File: src/rtl/imm_gen_pkg.sv
// Shared opcode constants and immediate-class encoding for the immediate
// generator pipeline.
package imm_gen_pkg;

   localparam logic [6:0] OPC_LOAD   = 7'h03;
   localparam logic [6:0] OPC_OP_IMM = 7'h13;
   localparam logic [6:0] OPC_AUIPC  = 7'h17;
   localparam logic [6:0] OPC_STORE  = 7'h23;
   localparam logic [6:0] OPC_LUI    = 7'h37;
   localparam logic [6:0] OPC_BRANCH = 7'h63;
   localparam logic [6:0] OPC_JALR   = 7'h67;
   localparam logic [6:0] OPC_JAL    = 7'h6F;
   localparam logic [6:0] OPC_SYSTEM = 7'h73;

   typedef enum logic [2:0] {
      IMM_I     = 3'd0,
      IMM_SHAMT = 3'd1,
      IMM_S     = 3'd2,
      IMM_B     = 3'd3,
      IMM_U     = 3'd4,
      IMM_J     = 3'd5,
      IMM_Z     = 3'd6,
      IMM_NONE  = 3'd7
   } imm_type_e;

   // Shift-immediate forms of OP-IMM (slli / srli / srai) carry a shamt, not an imm12.
   function automatic logic is_shift_funct3(input logic [2:0] funct3);
      return (funct3 == 3'b001) || (funct3 == 3'b101);
   endfunction

endpackage

File: src/rtl/imm_decode.sv
// Combinational immediate extraction: raw instruction word to sign/zero
// extended immediate, its class, and the illegal (non-32-bit encoding) flag.
module imm_decode
   import imm_gen_pkg::*;
#(
   parameter int XLEN = 32
) (
   input  logic [31:0]     inst,
   output logic [XLEN-1:0] imm,
   output imm_type_e       imm_type,
   output logic            illegal
);

   logic [6:0] opcode_s;
   logic [2:0] funct3_s;
   logic       illegal_s;

   assign opcode_s  = inst[6:0];
   assign funct3_s  = inst[14:12];
   assign illegal_s = (inst[1:0] != 2'b11);
   assign illegal   = illegal_s;

   // Immediate selection by opcode; illegal words and unknown opcodes yield zero / NONE.
   always_comb begin
      imm      = {XLEN{1'b0}};
      imm_type = IMM_NONE;
      if (illegal_s) begin
         imm      = {XLEN{1'b0}};
         imm_type = IMM_NONE;
      end else begin
         case (opcode_s)
            OPC_LOAD, OPC_JALR: begin
               imm      = XLEN'($signed(inst[31:20]));
               imm_type = IMM_I;
            end
            OPC_OP_IMM: begin
               if (is_shift_funct3(funct3_s)) begin
                  // RV64 shamt is 6 bits wide; funct7 bits never leak into the value
                  imm      = (XLEN == 64) ? XLEN'(inst[25:20]) : XLEN'(inst[24:20]);
                  imm_type = IMM_SHAMT;
               end else begin
                  imm      = XLEN'($signed(inst[31:20]));
                  imm_type = IMM_I;
               end
            end
            OPC_STORE: begin
               imm      = XLEN'($signed({inst[31:25], inst[11:7]}));
               imm_type = IMM_S;
            end
            OPC_BRANCH: begin
               imm      = XLEN'($signed({inst[31], inst[7], inst[30:25], inst[11:8], 1'b0}));
               imm_type = IMM_B;
            end
            OPC_AUIPC, OPC_LUI: begin
               imm      = XLEN'($signed({inst[31:12], 12'h000}));
               imm_type = IMM_U;
            end
            OPC_JAL: begin
               imm      = XLEN'($signed({inst[31], inst[19:12], inst[20], inst[30:21], 1'b0}));
               imm_type = IMM_J;
            end
            OPC_SYSTEM: begin
               imm      = XLEN'(inst[19:15]);
               imm_type = IMM_Z;
            end
            default: begin
               imm      = {XLEN{1'b0}};
               imm_type = IMM_NONE;
            end
         endcase
      end
   end

endmodule

File: src/rtl/imm_gen_pipe.sv
// Immediate generator with a small FIFO output buffer: instructions are
// decoded on entry and delivered in order with a valid/ready handshake.
module imm_gen_pipe
   import imm_gen_pkg::*;
#(
   parameter int XLEN  = 32,
   parameter int TAG_W = 32,
   parameter int DEPTH = 2
) (
   input  logic             clk,
   input  logic             rst_n,
   input  logic             in_valid,
   output logic             in_ready,
   input  logic [31:0]      in_inst,
   input  logic [TAG_W-1:0] in_tag,
   input  logic             flush,
   output logic             out_valid,
   input  logic             out_ready,
   output logic [XLEN-1:0]  out_imm,
   output logic [2:0]       out_type,
   output logic             out_illegal,
   output logic [TAG_W-1:0] out_tag,
   output logic [15:0]      illegal_cnt
);

   localparam int PTR_W = $clog2(DEPTH);
   localparam int CNT_W = PTR_W + 1;
   localparam logic [CNT_W-1:0] CNT_FULL = CNT_W'(DEPTH);
   localparam logic [CNT_W-1:0] CNT_ZERO = {CNT_W{1'b0}};
   localparam logic [CNT_W-1:0] CNT_ONE  = CNT_W'(1);
   localparam logic [PTR_W-1:0] PTR_ZERO = {PTR_W{1'b0}};
   localparam logic [PTR_W-1:0] PTR_ONE  = PTR_W'(1);

   logic [XLEN-1:0]  dec_imm_s;
   imm_type_e        dec_type_s;
   logic             dec_illegal_s;

   logic [XLEN-1:0]  imm_mem_r  [DEPTH];
   imm_type_e        type_mem_r [DEPTH];
   logic             ill_mem_r  [DEPTH];
   logic [TAG_W-1:0] tag_mem_r  [DEPTH];

   logic [CNT_W-1:0] count_r;
   logic [CNT_W-1:0] count_nxt_s;
   logic [PTR_W-1:0] wr_ptr_r;
   logic [PTR_W-1:0] rd_ptr_r;
   logic [15:0]      illegal_cnt_r;

   logic in_ready_s;
   logic out_valid_s;
   logic enq_s;
   logic deq_s;

   imm_decode #(.XLEN(XLEN)) u_decode (
      .inst     (in_inst),
      .imm      (dec_imm_s),
      .imm_type (dec_type_s),
      .illegal  (dec_illegal_s)
   );

   // Full-ness alone gates acceptance, so a dequeue cannot make room in the same cycle.
   assign in_ready_s  = (count_r != CNT_FULL);
   assign out_valid_s = (count_r != CNT_ZERO);
   assign enq_s       = in_valid && in_ready_s && !flush;
   assign deq_s       = out_valid_s && out_ready && !flush;

   // Occupancy update from the enqueue/dequeue pair.
   always_comb begin
      count_nxt_s = count_r;
      case ({enq_s, deq_s})
         2'b10:   count_nxt_s = count_r + CNT_ONE;
         2'b01:   count_nxt_s = count_r - CNT_ONE;
         default: count_nxt_s = count_r;
      endcase
   end

   // Buffer control state; flush empties the buffer and outranks both handshakes.
   always_ff @(posedge clk) begin
      if (!rst_n) begin
         count_r  <= CNT_ZERO;
         wr_ptr_r <= PTR_ZERO;
         rd_ptr_r <= PTR_ZERO;
      end else if (flush) begin
         count_r  <= CNT_ZERO;
         wr_ptr_r <= PTR_ZERO;
         rd_ptr_r <= PTR_ZERO;
      end else begin
         count_r <= count_nxt_s;
         if (enq_s) begin
            wr_ptr_r <= wr_ptr_r + PTR_ONE;
         end
         if (deq_s) begin
            rd_ptr_r <= rd_ptr_r + PTR_ONE;
         end
      end
   end

   // Payload storage; never reset since occupancy alone defines validity.
   always_ff @(posedge clk) begin
      if (enq_s) begin
         imm_mem_r[wr_ptr_r]  <= dec_imm_s;
         type_mem_r[wr_ptr_r] <= dec_type_s;
         ill_mem_r[wr_ptr_r]  <= dec_illegal_s;
         tag_mem_r[wr_ptr_r]  <= in_tag;
      end
   end

   // Saturating count of illegal entries actually handed to the consumer.
   always_ff @(posedge clk) begin
      if (!rst_n) begin
         illegal_cnt_r <= 16'h0000;
      end else if (deq_s && ill_mem_r[rd_ptr_r] && (illegal_cnt_r != 16'hFFFF)) begin
         illegal_cnt_r <= illegal_cnt_r + 16'h0001;
      end else begin
         illegal_cnt_r <= illegal_cnt_r;
      end
   end

   // Head-of-buffer presentation; idle outputs are forced to a benign NONE entry.
   always_comb begin
      out_imm     = {XLEN{1'b0}};
      out_type    = IMM_NONE;
      out_illegal = 1'b0;
      out_tag     = {TAG_W{1'b0}};
      if (out_valid_s) begin
         out_imm     = imm_mem_r[rd_ptr_r];
         out_type    = type_mem_r[rd_ptr_r];
         out_illegal = ill_mem_r[rd_ptr_r];
         out_tag     = tag_mem_r[rd_ptr_r];
      end else begin
         out_imm     = {XLEN{1'b0}};
         out_type    = IMM_NONE;
         out_illegal = 1'b0;
         out_tag     = {TAG_W{1'b0}};
      end
   end

   assign in_ready    = in_ready_s;
   assign out_valid   = out_valid_s;
   assign illegal_cnt = illegal_cnt_r;

endmodule

File: config.mk
export PLATFORM = sky130hd
export DESIGN_NAME = imm_gen_pipe
export DESIGN_NICKNAME = d
export VERILOG_FILES = /design/src/rtl/imm_gen_pkg.sv /design/src/rtl/imm_decode.sv /design/src/rtl/imm_gen_pipe.sv
export SDC_FILE = /design/constraint.sdc
export NUM_CORES = 1
export LEC_CHECK = 0
export BUFFER_PORTS_ARGS = -buffer_cell sky130_fd_sc_hd__buf_2
export CAP_MARGIN = 20
export CORE_MARGIN = 2
export CORE_UTILIZATION = 49
export DETAILED_ROUTE_END_ITERATION = 16
export PLACE_DENSITY = 0.76
export SYNTH_ARGS = -nofsm -noshare
export SYNTH_HDL_FRONTEND = slang
export SYNTH_HIERARCHICAL = 1
export SYNTH_SLANG_ARGS = --single-unit
File: constraint.sdc
create_clock -name clk -period 3.9 [get_ports clk]
set_input_delay 0.39 -clock clk [delete_from_list [all_inputs] [get_ports clk]]
set_output_delay 0.39 -clock clk [all_outputs]
set_load 0.02 [all_outputs]
# Word-level counts from Yosys, hierarchy flattened
# Memory sizes are Yosys's and may differ from the RTL's. A register that Yosys moved wholly into a read port is not among the register bits.
# Cells that the tools add are included.
dict set report word_totals {
  elab_cells 64
  n_memories 4
  ram_bits 136
  ff_bits 20
  input_bits 69
  output_inout_bits 86
}
# name depth word_bits rd rd_ports_with_merged_regs wr line_no
set mem_list {}
lappend mem_list {imm_mem_r 2 32 1 1 1 imm_gen_pipe.sv:38} ;# logic [XLEN-1:0] imm_mem_r [DEPTH];
lappend mem_list {tag_mem_r 2 32 1 1 1 imm_gen_pipe.sv:41} ;# logic [TAG_W-1:0] tag_mem_r [DEPTH];
lappend mem_list {type_mem_r 2 3 1 1 1 imm_gen_pipe.sv:39} ;# imm_type_e type_mem_r [DEPTH];
lappend mem_list {ill_mem_r 2 1 1 1 1 imm_gen_pipe.sv:40} ;# logic ill_mem_r [DEPTH];
dict set report op_classes {
  reduce_logical 13
  eq_ne 16
  addsub 5
  mux 21
  n_bitwise 1
}
# op n
set op_table {}
lappend op_table {{case mux 32 bit (7 select lines)} 1}
lappend op_table {{2-to-1 mux 32 bit} 4}
lappend op_table {{== test 7 bit (second input constant)} 4}
lappend op_table {{case mux 3 bit (7 select lines)} 1}
lappend op_table {{adder 16 x 1 -> 16 bit (second input constant)} 1}
lappend op_table {{!= test 16 bit (second input constant)} 1}
lappend op_table {{== test 7 x 5 -> 1 bit (second input constant)} 2}
lappend op_table {{== test 7 x 6 -> 1 bit (second input constant)} 2}
lappend op_table {{2-to-1 mux 1 bit} 12}
lappend op_table {{== test 7 x 2 -> 1 bit (second input constant)} 1}
lappend op_table {{logical AND 1 bit} 6}
lappend op_table {{2-to-1 mux 3 bit} 2}
lappend op_table {{OR reduction 2 bit} 3}
lappend op_table {{!= test 2 bit (second input constant)} 2}
lappend op_table {{case mux 2 bit (2 select lines)} 1}
lappend op_table {{nonzero test 2 bit} 2}
lappend op_table {{== test 3 x 1 -> 1 bit (second input constant)} 1}
lappend op_table {{== test 3 bit (second input constant)} 1}
lappend op_table {{adder 1 bit (second input constant)} 2}
lappend op_table {{adder 2 x 1 -> 2 bit (second input constant)} 1}
lappend op_table {{== test 2 x 1 -> 1 bit (second input constant)} 1}
lappend op_table {{== test 2 bit (second input constant)} 1}
lappend op_table {{subtractor 2 x 1 -> 2 bit (second input constant)} 1}
lappend op_table {{zero test 1 bit} 1}
lappend op_table {{2 further kinds} 2}

# Depth between registers and ports, before layout
# Gate-level depths: netlist (run 1).
dict set report logic_depth {
  depth_word 5
  depth_mapped 7
  mapped_depth_nobuf 6
}

# Hierarchy
# The synthesis (run 1) kept the hierarchy.
# module area_per_inst_um2 cells_per_inst instances seq_area_each_um2
set modules_own_cells {}
lappend modules_own_cells {imm_gen_pipe 6252.2 420 1 4504.3}
lappend modules_own_cells {imm_decode 664.4 96 1 0.0}

# Worst setup path before layout (run 1)
# Ideal clock, no wire load.
dict set report synth_timing {
  path_kind {reg-to-reg}
  from {register count_r[0]}
  to {memory ill_mem_r[0], enable pin}
  path_buffers 0
  required_time_ps 3405
  arrival_ps 3685
  path_slack_ps -279
  path_stages_with_launch 4
  setup_ps 495
  period_less_slack_ps 4179
  path_cell_list {dfxtp_1 nand2b_1 nand3b_1 nor2_1}
}
dict set report synth_via {
  elab_chain_cells 5
}
# element line_no
set synth_lines {}
lappend synth_lines {{start, declared} imm_gen_pipe.sv:43} ;# logic [CNT_W-1:0] count_r;
lappend synth_lines {{start signal, assigned} imm_gen_pipe.sv:88} ;# count_r <= count_nxt_s;
lappend synth_lines {{!= test 2 bit} imm_gen_pipe.sv:62} ;# assign in_ready_s = (count_r != CNT_FULL);
lappend synth_lines {{named net in_ready} imm_gen_pipe.sv:13} ;# output logic in_ready,
lappend synth_lines {{logical AND 1 bit (2 in a row)} imm_gen_pipe.sv:64} ;# assign enq_s = in_valid && in_ready_s && !flush;
lappend synth_lines {{2-to-1 mux 1 bit} imm_gen_pipe.sv:100} ;# if (enq_s) begin
lappend synth_lines {{2-to-1 mux 1 bit (implied by the code)} imm_gen_pipe.sv:103} ;# ill_mem_r[wr_ptr_r] <= dec_illegal_s;
lappend synth_lines {{end, declared} imm_gen_pipe.sv:40}
# The timed path passes the listed nets, and every way through them passes these cells.

==> results of run 1 <==
==> state kept, by name, summed over array words and instances, names as in the netlist, named ones only <==
signal,cells
count_r,2
tag_mem_r,64
type_mem_r,6
imm_mem_r,64
rd_ptr_r,1
ill_mem_r,2
wr_ptr_r,1
illegal_cnt,16
==> Yosys cell counts (all sizes together) (3+ instances only) <==
cell type	instances	area (um2)
edfxtp	136	4080
nor2	78	293
mux2i	74	741
a21o	21	158
buf	21	131
dfxtp	21	420
a21oi	18	97.6
nand2	16	60.1
nand2b	12	75.1
nand3	12	77.6
nor4	9	62.6
and3	8	51.3
nor3	8	40.0
o21ai	8	51.3
nand4	6	50.0
nor2b	6	37.5
o31ai	6	45.0
clkbuf	5	18.8
o2bb2ai	5	43.8
or4	5	37.5
inv	4	15.0
or3	4	25.0
nand3b	3	22.5
xnor2	3	26.3
==> per-stage QoR <==
| step | TNS [ps] | instances |
|---|---|---|
| after floorplan | -38000 | 516 |
| after global placement | 0 | 830 |
| after detailed placement | 0 | 830 |
| after CTS | 0 | 860 |
| after global routing | 0 | 860 |
| final | 0 | 860 |
==> logic make-up (layout without fill, tap and decap cells) <==
group	after synthesis	after routing	synth area share, %
and+or+nand+nor	179	179	13.6
adders and majority gates	2	2	0.362
xor gates and xnor gates	4	4	0.507
muxes	75	75	10.9
AOI/OAI and AO/OA	67	67	6.78
DFF	157	157	65.1
buffers and inverters	32	196	2.70
==> worst max path at each step <==
stage | to | depth (start not counted)
floorplan | ill_mem_r[0] | 3
global placement | tag_mem_r[1][29] | 4
detailed placement | tag_mem_r[1][7] | 4
CTS | out_tag[11] | 4
global route | out_tag[16] | 4
finish | out_tag[11] | 4
==> layout make-up <==
| class | count | area (um2) | area share (%) |
|---|---|---|---|
| repair buffers | 160 | 841 | 9.91 |
| inverters | 6 | 36.3 | 0.428 |
| multi-input cells | 327 | 2250 | 26.5 |
| flip-flops and latches | 157 | 4510 | 53.1 |
| clock buffers | 17 | 425 | 5.02 |
| clock inverters | 13 | 198 | 2.33 |
| well taps | 180 | 225 | 2.66 |
==> power by group <==
| group | internal, mW | leakage, nW | switching (mW) |
|---|---|---|---|
| clock network | 1.12 | 0.302 | 0.631 |
| registers | 1.86 | 1.52 | 0.0102 |
| logic | 0.0761 | 1.51 | 0.134 |
| total | 3.05 | 3.33 | 0.774 |
==> metal layers <==
layer	part of all wire, %	global-route usage, %
met4	1.5	7.90
met2	48	32.3
met1	42	25.5
met3	8.8	5.48
met5	0	0
==> critical path: stages (launching register included) <==
cell     delay (ps)
dfxtp_4         960
buf_4           420
mux2i_1         240
nor2_1           60
buf_2           190
==> out/results.ini, run 1 <==
[floorplan]
boundaryPins=155
die_w_um=123
dieHeight_um=123
die_area_um2=15100
rows=43
core_area_um2=13800
initial_utilization_pct=50.0

[placement]
io_buffers=154
dpl_worst_slack_ps=1570
globalplace.congestion=0.898
dp_hpwl_um=9880
placed_area_um2=7860

[power_and_ir_drop]
power.density_nw_per_um2=451
leakage_nw=3.33
ir_worst_vdd_mv=0.290
power_mw=3.83

[clocking]
clk_latency_ps=420
clock_path_buffers=2
cts_tree=yes
htreeDepth=4
clkSinkCount=157
post_cts_buffers=0
ctsResizeCount=0
clk_pin_slew_worst_paths_ps=60
numCtsBuffers=17
hold_buffers=0
clockRootBuffer=clkbuf_16

[synthesis]
synth_cell_types=57
synth-edff-count=136
ys_seq_area_share_pct=65.1
postSynthCellCount=516
avgSynthCellArea_um2=13.4
synth-warning-count=6
syn_area_um2=6920
syn-num-nets=587
ys.flop_type=edfxtp_1
synth-seq-cells=157
async_flop_share_pct=0

[timing]
finalCriticalPeriod_ps=2700
hold_slack_ps=156
worst_slew_pin_slew_ps=956
fmax_mhz=371
setup_viol=0
post-route-period-util_pct=69.2
slew_headroom_pct=36.3
drv_slew=0
setup_slack_ps=1200
finalHoldViolCount=0
rsz0062_at_grt=no
fin_skew_ps=9.23

[worst_setup_path]
worstSetupStartpointType=flip-flop
crit_type=reg -> out
r2r-start=count_r[0]
reg2reg_slack_ps=1590
crit_path_end_kind=output pin
cp_data_arrival_time_ps=2310
r2r_cells=4
regToRegEndpoint=imm_mem_r[1][25]
cp_max_fo=54
crit_required_ps=3510

[status]
status=finished clean

[route]
drcViolationCount=0
drt-total-wl_um=14800
first_pass_iters=5
drtAntennaViolNets=0
drtIter0Drc=369
routed_via_density=5.55
vias=4771
wl_per_cell_um=17.2

[cells_and_area]
mostFrequentLayoutCells=buf_2, edfxtp_1, nor2_1
antenna_cells=0
fillers=1082
drive_above_1_share_pct=30.7
finalInstanceArea_um2=8480
postLayoutCoreUtil_pct=61.3
layout_commonest_cell=buf_2
area_growth_pct=22.6
fin_nets=740

[global_routing]
grt_max_degree=55
grt_pass1_vias=4619
grt_pass1_wl_um=22600
grt_antenna_before_repair=0
overflow=0
grt_usage_pct=20.0

[hold_path]
hold_class=in -> reg
min_from=in_tag[25]
hold_end=tag_mem_r[0][25]
whs_path_depth=1

[run]
maxCapViolCount=0

Note: power is estimated with default switching activity, not from simulation.
==> inputs of run 2 (changes only) <==
- ABC_AREA: not set -> 1
- CORE_UTILIZATION: 49 -> 55
- PLACE_DENSITY: 0.76 -> 0.8
- clock period: 3.9 -> 2.6 ns (I/O delays scaled with it)
==> out/results.ini, run 2 <==
[timing]
tns_ps=0
fmax_mhz=420
rsz0062_at_grt=no
hold_slack_ps=28.9
setup_slack_ps=218
finalCriticalPeriod_ps=2380
finalHoldViolCount=0
drv_slew=0
fin_skew_ps=5.04
post-route-period-util_pct=91.6
slew_headroom_pct=50.3
worst_slew_pin_slew_ps=744
setup_viol=0

[placement]
dp_hpwl_um=11400
io_buffers=154
placed_area_um2=8540
globalplace.congestion=0.917
numPlacedInstances=1168
dpl_worst_slack_ps=438

[cells_and_area]
area_growth_pct=20.0
postLayoutCoreUtil_pct=68.1
finalInstanceArea_um2=9090
fillers=1024
fin_nets=1082
mostFrequentLayoutCells=nand2_1, buf_2, edfxtp_1
drive_above_1_share_pct=21.3
antenna_cells=0
layout_commonest_cell=nand2_1
fin_cells=1200

[route]
drtIter0Drc=534
drt-total-wl_um=17300
vias=6276
first_pass_iters=5
wl_per_cell_um=14.4
drtAntennaViolNets=0
routed_via_density=5.23
drcViolationCount=0

[hold_path]
min_from=in_tag[20]
hold_end=tag_mem_r[1][20]
whs_path_depth=1
hold_class=in -> reg

[clocking]
ctsResizeCount=0
clockRootBuffer=clkbuf_16
post_cts_buffers=0
clk_latency_ps=420
clkSinkCount=157
clock_path_buffers=2
numCtsBuffers=17
hold_buffers=0
clk_pin_slew_worst_paths_ps=60
htreeDepth=4
cts_tree=yes

[global_routing]
grt_antenna_before_repair=0
grt_pass1_wl_um=27200
grt_pass1_vias=5768
overflow=0
grt_max_degree=69
grt_usage_pct=23.9

[floorplan]
initial_utilization_pct=56.7
core_area_um2=13300
dieHeight_um=121
die_w_um=121
die_area_um2=14700
boundaryPins=155
rows=42

[power_and_ir_drop]
leakage_nw=4.08
power.density_nw_per_um2=592
power_mw=5.38
ir_worst_vdd_mv=0.462

[synthesis]
synth_area_leaders=edfxtp_1, nand2_1, nand3_1
synth_top_cell_area_share_pct=53.9
synth_most_common_cell=nand2_1
syn_area_um2=7570
ys.flop_type=edfxtp_1
synth-seq-cells=157
avgSynthCellArea_um2=8.75
syn-num-nets=937
postSynthCellCount=866
yosysTopAreaCell=edfxtp_1
async_flop_share_pct=0
synth-edff-count=136
ys_seq_area_share_pct=59.5
synth_cell_types=27
synth_commonest_cells=nand2_1, edfxtp_1, nand3_1, nor2_1, a21oi_1
synth-warning-count=6

[worst_setup_path]
slowest_delay_ps=460
worstSetupStartpointType=flip-flop
crit_required_ps=2340
crit_path_end_kind=output pin
cp_max_fo=25
crit_type=reg -> out
regToRegEndpoint=illegal_cnt[1]
cp_data_arrival_time_ps=2120
slowest_stage=dfxtp_2
r2r_cells=8
reg2reg_slack_ps=670
crit_chain=inv_2, buf_4, nand2_1, a21oi_1, buf_2

[status]
status=finished clean

[run]
maxCapViolCount=0

[run 2: changes by cell type after synthesis, moves of 9 or more]
cell	previous run	this run
a21o_1	21	0
a21oi_1	16	79
buf_2	12	21
inv_1	4	66
mux2i_1	74	0
nand2_1	16	279
nand2b_1	12	0
nand3_1	10	103
nor2_1	78	102
[run 2: worst max path at each step]
stage	start	to	slack, ps	cells after the start
after floorplan	count_r[0]	ill_mem_r[1]	-460	4
after global placement	in_inst[6]	imm_mem_r[0][26]	510	7
after detailed placement	in_inst[6]	imm_mem_r[0][21]	440	7
after CTS	flip-flop	out_tag[12]	200	5
after global routing	flip-flop	out_tag[6]	70	5
final	flip-flop	out_tag[12]	220	5
[run 2: kinds of logic after synthesis]
family / synth area share (%)
fa+ha+maj: 0.330
compound gates: 5.62
flops: 59.5
simple gates: 28.5
xor+xnor: 0.116
buf+inv: 5.95
[run 2: final cells by class]
type | count | area [um2] | area share [%]
flip-flops and latches | 157 | 4510 | 49.6
multi-input cells | 599 | 2640 | 29.0
repair buffers | 167 | 918 | 10.1
clock buffers | 18 | 429 | 4.72
inverters | 69 | 259 | 2.85
well taps | 176 | 220 | 2.42
clock inverters | 14 | 120 | 1.32
[run 2: critical path: cells and delay by family, from the launching register on]
family	cells	cell delay, ps
compound gates	1	170
buf+inv	3	970
flops	1	460
simple gates	1	90
[run 2: routing by layer]
metal | part of all wire, % | global-route usage [%] | wire length (um)
met1 | 40 | 29.5 | 6990
met2 | 49 | 41.3 | 8540
met3 | 8.1 | 4.65 | 1400
met4 | 2.0 | 9.70 | 342
met5 | 0 | 0 | 0
[run 2: power by group]
group          total [mW]  internal [mW]  switching, mW
Sequential           2.80           2.78         0.0128
Combinational       0.314         0.0994          0.214
Clock                2.27           1.31          0.961
Total                5.38           4.20           1.19
